===== config.mk =====
export PLATFORM = sky130hd
export DESIGN_NAME = shared_resource_queued
export DESIGN_NICKNAME = d
export VERILOG_FILES = /design/src/rtl/shared_resource_queued.sv
export SDC_FILE = /design/constraint.sdc
export NUM_CORES = 1
export LEC_CHECK = 0
export ABC_AREA = 1
export BUFFER_PORTS_ARGS = -buffer_cell sky130_fd_sc_hd__buf_4
export CORE_UTILIZATION = 55
export CTS_CLUSTER_DIAMETER = 80
export DETAILED_ROUTE_END_ITERATION = 7
export PLACE_DENSITY = 0.78
export SYNTH_ARGS = -nofsm -noshare
export SYNTH_HDL_FRONTEND = slang
export SYNTH_SLANG_ARGS = --single-unit

===== constraint.sdc =====
create_clock -name clk -period 2.8 [get_ports clk]
set_input_delay 0.28 -clock clk [delete_from_list [all_inputs] [get_ports clk]]
set_output_delay 0.28 -clock clk [all_outputs]
set_load 0.005 [all_outputs]

===== src/rtl/shared_resource_queued.sv =====
// ---------------------------------------------------------------------------
// shared_resource_queued
//
// Purpose: queued shared resource. Requests (address + tag) enter a small
// FIFO. A fixed-latency engine takes them one at a time and computes
// address + OFFSET. Each result is held on a valid/ready output until the
// consumer accepts it. Results leave in acceptance order.
//
// Optional feature (macro RESOURCE_FLUSH_EN): when the macro is defined,
// in_flush discards every queued and in-flight request. When the macro is
// undefined, in_flush is ignored.
//
// Ports:
//   clk         sole clock, rising edge
//   reset_n     asynchronous active-low reset
//   in_valid    request present
//   in_ready    request can be accepted (FIFO not full and not flushing)
//   in_address  request address
//   in_id       request tag
//   in_flush    discard all work (RESOURCE_FLUSH_EN only)
//   out_valid   result present
//   out_ready   consumer accepts result
//   out_data    zero-extended address + OFFSET, mod 2^DATA_WIDTH
//   out_id      tag of the result
//   count       FIFO occupancy
//   busy        engine not idle, or FIFO not empty
// ---------------------------------------------------------------------------
module shared_resource_queued #(
  parameter int unsigned ADDRESS_WIDTH = 8,
  parameter int unsigned DATA_WIDTH    = 16,
  parameter int unsigned ID_WIDTH      = 4,
  parameter int unsigned DEPTH         = 4,
  parameter int unsigned DELAY         = 4,
  parameter logic [DATA_WIDTH-1:0] OFFSET = DATA_WIDTH'(16'h0200)
) (
  input  logic                     clk,
  input  logic                     reset_n,
  input  logic                     in_valid,
  output logic                     in_ready,
  input  logic [ADDRESS_WIDTH-1:0] in_address,
  input  logic [ID_WIDTH-1:0]      in_id,
  input  logic                     in_flush,
  output logic                     out_valid,
  input  logic                     out_ready,
  output logic [DATA_WIDTH-1:0]    out_data,
  output logic [ID_WIDTH-1:0]      out_id,
  output logic [$clog2(DEPTH):0]   count,
  output logic                     busy
);

  localparam int unsigned PW   = $clog2(DEPTH);
  localparam int unsigned CW   = PW + 1;
  localparam int unsigned CNTW = $clog2(DELAY + 1);
  localparam logic [CW-1:0]   DEPTH_C = CW'(DEPTH);
  localparam logic [CNTW-1:0] DELAY_C = CNTW'(DELAY);

  typedef enum logic [1:0] {ST_IDLE, ST_PROC, ST_DONE} state_e;

  state_e                   state_q, state_d;
  logic [CW-1:0]            count_q, count_d;
  logic [PW-1:0]            wr_ptr_q, wr_ptr_d, rd_ptr_q, rd_ptr_d;
  logic [CNTW-1:0]          cnt_q, cnt_d;
  logic [ADDRESS_WIDTH-1:0] addr_q, addr_d;
  logic [ID_WIDTH-1:0]      id_q, id_d;
  logic [DATA_WIDTH-1:0]    out_data_q, out_data_d;
  logic [ID_WIDTH-1:0]      out_id_q, out_id_d;

  logic [ADDRESS_WIDTH-1:0] mem_addr [DEPTH];
  logic [ID_WIDTH-1:0]      mem_id   [DEPTH];

  logic flush_act;
  logic push;
  logic pop;
  logic load_result;

`ifdef RESOURCE_FLUSH_EN
  assign flush_act = in_flush;
`else
  logic unused_flush;
  assign flush_act    = 1'b0;
  assign unused_flush = in_flush;
`endif

  // Full blocks a push even when a pop happens on the same edge.
  assign in_ready = (count_q < DEPTH_C) && !flush_act;
  assign push     = in_valid && in_ready;

  // FSM: state register
  always_ff @(posedge clk or negedge reset_n) begin
    if (!reset_n) state_q <= ST_IDLE;
    else          state_q <= state_d;
  end

  // FSM: next state
  always_comb begin
    state_d = state_q;
    case (state_q)
      ST_IDLE: if (count_q != '0)      state_d = ST_PROC;
      ST_PROC: if (cnt_q == DELAY_C)   state_d = ST_DONE;
      ST_DONE: if (out_ready)          state_d = (count_q != '0) ? ST_PROC : ST_IDLE;
      default:                         state_d = ST_IDLE;
    endcase
    if (flush_act) state_d = ST_IDLE;
  end

  // FSM: outputs. A flush cancels any pop or result load on the same edge.
  always_comb begin
    pop         = 1'b0;
    load_result = 1'b0;
    case (state_q)
      ST_IDLE: pop         = (count_q != '0);
      ST_PROC: load_result = (cnt_q == DELAY_C);
      ST_DONE: pop         = out_ready && (count_q != '0);
      default: ;
    endcase
    if (flush_act) begin
      pop         = 1'b0;
      load_result = 1'b0;
    end
  end

  assign out_valid = (state_q == ST_DONE);
  assign out_data  = out_data_q;
  assign out_id    = out_id_q;
  assign count     = count_q;
  assign busy      = (state_q != ST_IDLE) || (count_q != '0);

  // Datapath next state
  always_comb begin
    count_d    = count_q;
    wr_ptr_d   = wr_ptr_q;
    rd_ptr_d   = rd_ptr_q;
    cnt_d      = cnt_q;
    addr_d     = addr_q;
    id_d       = id_q;
    out_data_d = out_data_q;
    out_id_d   = out_id_q;
    if (flush_act) begin
      count_d  = '0;
      rd_ptr_d = wr_ptr_q;
    end else begin
      if (push) wr_ptr_d = wr_ptr_q + PW'(1);
      if (pop) begin
        rd_ptr_d = rd_ptr_q + PW'(1);
        addr_d   = mem_addr[rd_ptr_q];
        id_d     = mem_id[rd_ptr_q];
        cnt_d    = CNTW'(1);
      end else if (state_q == ST_PROC && !load_result) begin
        cnt_d = cnt_q + CNTW'(1);
      end
      case ({push, pop})
        2'b10:   count_d = count_q + CW'(1);
        2'b01:   count_d = count_q - CW'(1);
        default: ;
      endcase
      if (load_result) begin
        out_data_d = DATA_WIDTH'(addr_q) + OFFSET;
        out_id_d   = id_q;
      end
    end
  end

  always_ff @(posedge clk or negedge reset_n) begin
    if (!reset_n) begin
      count_q    <= '0;
      wr_ptr_q   <= '0;
      rd_ptr_q   <= '0;
      cnt_q      <= '0;
      addr_q     <= '0;
      id_q       <= '0;
      out_data_q <= '0;
      out_id_q   <= '0;
    end else begin
      count_q    <= count_d;
      wr_ptr_q   <= wr_ptr_d;
      rd_ptr_q   <= rd_ptr_d;
      cnt_q      <= cnt_d;
      addr_q     <= addr_d;
      id_q       <= id_d;
      out_data_q <= out_data_d;
      out_id_q   <= out_id_d;
    end
  end

  // FIFO storage. It has no reset; the head is only read while count != 0.
  always_ff @(posedge clk) begin
    if (push) begin
      mem_addr[wr_ptr_q] <= in_address;
      mem_id[wr_ptr_q]   <= in_id;
    end
  end

endmodule


==> key figures <==
Synth
  – #FFs+latches synth: 85
  – Register area share after synthesis: 62.5%
  – Syn. warnings: 0
  – Synth Area in Compound Gates: 0.991%
  – Cells after Synth: 390
  – Largest family of logic cells by synthesized area: simple AND/OR/NAND/NOR gates
  – Mux share of post-synthesis cell area: 0%
  – Simple-gate share of the synthesized area: 21.6%
  – Mean Syn Cell Area: 9.71 sq um
  – Post-synth cell types: 26
  – Xor and xnor area share after synthesis: 0.925%
  – Synth Area in Adders: 2.84%
  – Mapped Area: 3790 sq um

Setup path
  – Required @ worst endpoint: 3.04 ns
  – WP data arrival: 2.30 ns
  – Endpoint class of the critical path: register
  – Worst-path fanout max: 15
  – Kind of critical path: reg2reg
  – Startpoint Class: register

Min path
  – Worst min path class: in2reg

Floorplan
  – Initial cell density of the core: 58.3%
  – Die Wd: 85.0 um
  – # IOs: 43
  – Number of cell rows: 29
  – Die footprint: 7220 sq um
  – Core region area: 6490 sq um
  – Chip height: 85.0 um

Global routing
  – Number of global-route vias before repair: 2318
  – Total track usage: 19.1%
  – Antenna violations before repair: 0
  – GRT overflow: 0
  – Global-route wire length before repair: 10400 um
  – Largest net degree at the start of global routing: 38

Layout
  – Antenna diodes: 0
  – Post-route insts no fill: 509
  – Final #Nets: 452
  – Most common cell after layout, fill and taps aside: nand2_1
  – Most frequent cells in the layout: 141 x nand2_1, 68 x inv_1, 48 x edfxtp_1
  – Synth-to-layout area growth: 12.2%
  – Share of layout cells above drive strength 1: 15.0%

Clocking
  – Htree depth: 3
  – Clock slew at reported path FFs: 0.09 ns
  – # Post-CTS Setup Buffers: 0
  – Cell chosen for the clock root: clkbuf_8
  – CTS buffer count: 9
  – Clock tree buffer depth: 2
  – Worst-Skew Late Latency: 0.35 ns
  – CTS resizes: 0
  – CTS sink cnt: 85
  – CTS tree: yes

Timing
  – Endpoints failing hold: 0
  – Slew margin rel.: 63.4%
  – Min Tclk post-route: 2.06 ns
  – Setup_tns: 0 ns
  – Final worst slack: 0.742 ns
  – Fmax achieved: 0.486 GHz
  – Worst Max-Slew Pin Slew: 0.549 ns
  – Hold Worst Slack: 0.120 ns
  – Tcrit/Tclk final: 73.5%
  – RSZ-0062 raised after global routing: no
  – Final Max Tran Viols: 0
  – Final setup fails: 0
  – Clock Skews: 0.00685 ns

Drt
  – DRC viols: 0
  – DRT Wirelength: 6040 um
  – Detail Route Antenna Nets: 0
  – Via/cell ratio: 4.84
  – First drt pass iteration count: 4
  – Iteration-0 DRC Markers: 111
  – Vias post-DR: 2463
  – DR WL/cell: 11.9 um

Placement
  – PortBufs: 34
  – RePlAce Congestion: 0.726
  – Placed cells: 492
  – HPWL Detailed: 4070 um
  – Pre-CTS worst setup slack: 0.737 ns

Pwr
  – Leak: 2.14 nW
  – Gate power share: 36.1%
  – Sw Share: 37.7%
  – Seq pwr share: 44.9%
  – Switching power: 1.58 mW
  – Power density cells: 986 nW/um^2
  – Pint: 2.61 mW
  – IR drop worst, VDD: 0.000511 V
  – Clock network fraction of total power: 19.1%

Run status
  – Status: complete, no violations

Job
  – Max Cap Violations: 0
kinds of logic after synthesis:
logic type	Yosys count
AOI/OAI and AO/OA	6
other	1
buffers and inverters	91
and+or+nand+nor	195
xor gates and xnor gates	4
DFF	85
adders and majority gates	8
path summary, 6_finish.rpt:
kind | slack (ns) | start | cells after the start | to
worst max register to register | 0.74 | count[0] | 10 | count[2]
worst min register to register | 0.48 | out_data[9] | 2 | out_data[9]
max in group asynchronous | 2.06 | reset_n | 2 | out_data[1]
min in group asynchronous | 0.41 | reset_n | 2 | wr_ptr_q[1]
worst min-delay path | 0.12 | in_address[5] | 1 | mem_addr[0][5]
worst max-delay path | 0.74 | count[0] | 10 | count[2]
power by group through the flow:
stage | combinational (mW) | sequential, mW | clock (mW)
2_1_floorplan | 1.16 | 1.86 | 0
3_3_place_gp | 1.47 | 1.90 | 0
3_5_place_dp | 1.52 | 1.91 | 0
4_1_cts | 1.53 | 1.88 | 0.829
5_1_grt | 1.76 | 1.92 | 0.880
6_report | 1.51 | 1.88 | 0.799
timing repair:
action                                  in CTS  in global routing
hold endpoints to repair                    37                  0
endpoints found under the setup margin       0                  0
hold buffers                                 1                  0
cell type report:
| type | count | area, sq um |
|---|---|---|
| clock buffers | 9 | 124 |
| clock inverters | 7 | 67.6 |
| fillers | 517 | 2240 |
| inverters | 71 | 267 |
| multi-input cells | 220 | 1030 |
| flip-flops and latches | 85 | 2370 |
| well taps | 77 | 96.3 |
| repair buffers | 40 | 303 |
flip-flops by register name, summed over array words and instances (netlist names), 3 cells and up:
signal and cells:
addr_q 8, count 3, mem_addr 32, cnt_q 3, out_data 9, id_q 4
mem_id 16, out_id 4
per-layer routing:
| layer | track usage (%) | wire length [um] | up-vias |
|---|---|---|---|
| li1 | - | - | 1255 |
| met1 | 23.8 | 2780 | 1130 |
| met2 | 31.7 | 2870 | 66 |
| met3 | 4.57 | 264 | 12 |
| met4 | 8.94 | 123 | 0 |
| met5 | 0 | 0 | - |
cell usage after synthesis:
library cell	instances	area, sq um
ha_1	7	87.6
nand2_2	1	6.26
a21oi_1	2	10.0
o21ai_2	1	8.76
nand3_1	38	190
nor2_1	8	30.0
nand3b_1	1	7.51
edfxtp_1	48	1440
xnor2_1	2	17.5
nand4_1	2	12.5
conb_1	1	3.75
nand3_2	1	10.0
buf_2	3	15.0
buf_4	13	97.6
nand2_4	1	11.3
xor2_1	2	17.5
buf_6	3	33.8
clkbuf_2	1	5.00
a21oi_2	1	8.76
nand2_1	141	529
inv_2	3	11.3
inv_1	68	255
o21ai_0	2	10.0
nor2_4	2	22.5
dfrtp_1	37	926
fa_1	1	20.0
worst max-delay path, cell delays in order (launching register included):
cell      delay, ns
dfrtp_1        0.39
inv_1          0.09
nand3_2        0.10
inv_1          0.08
nor2_4         0.29
ha_1           0.24
inv_1          0.06
fa_1           0.38
nand2_1        0.08
nand3b_1       0.08
xor2_1         0.15
stage by stage:
stage / util, % / cell area, sq um / power, mW
6_report: 65.4 / 4250 / 4.19
5_1_grt: 65.4 / 4250 / 4.56
4_1_cts: 65.4 / 4250 / 4.24
3_5_place_dp: 62.3 / 4050 / 3.43
3_3_place_gp: 62.3 / 4050 / 3.36
2_1_floorplan: - / 3810 / 3.02
Power figures use the tool's default switching activity.
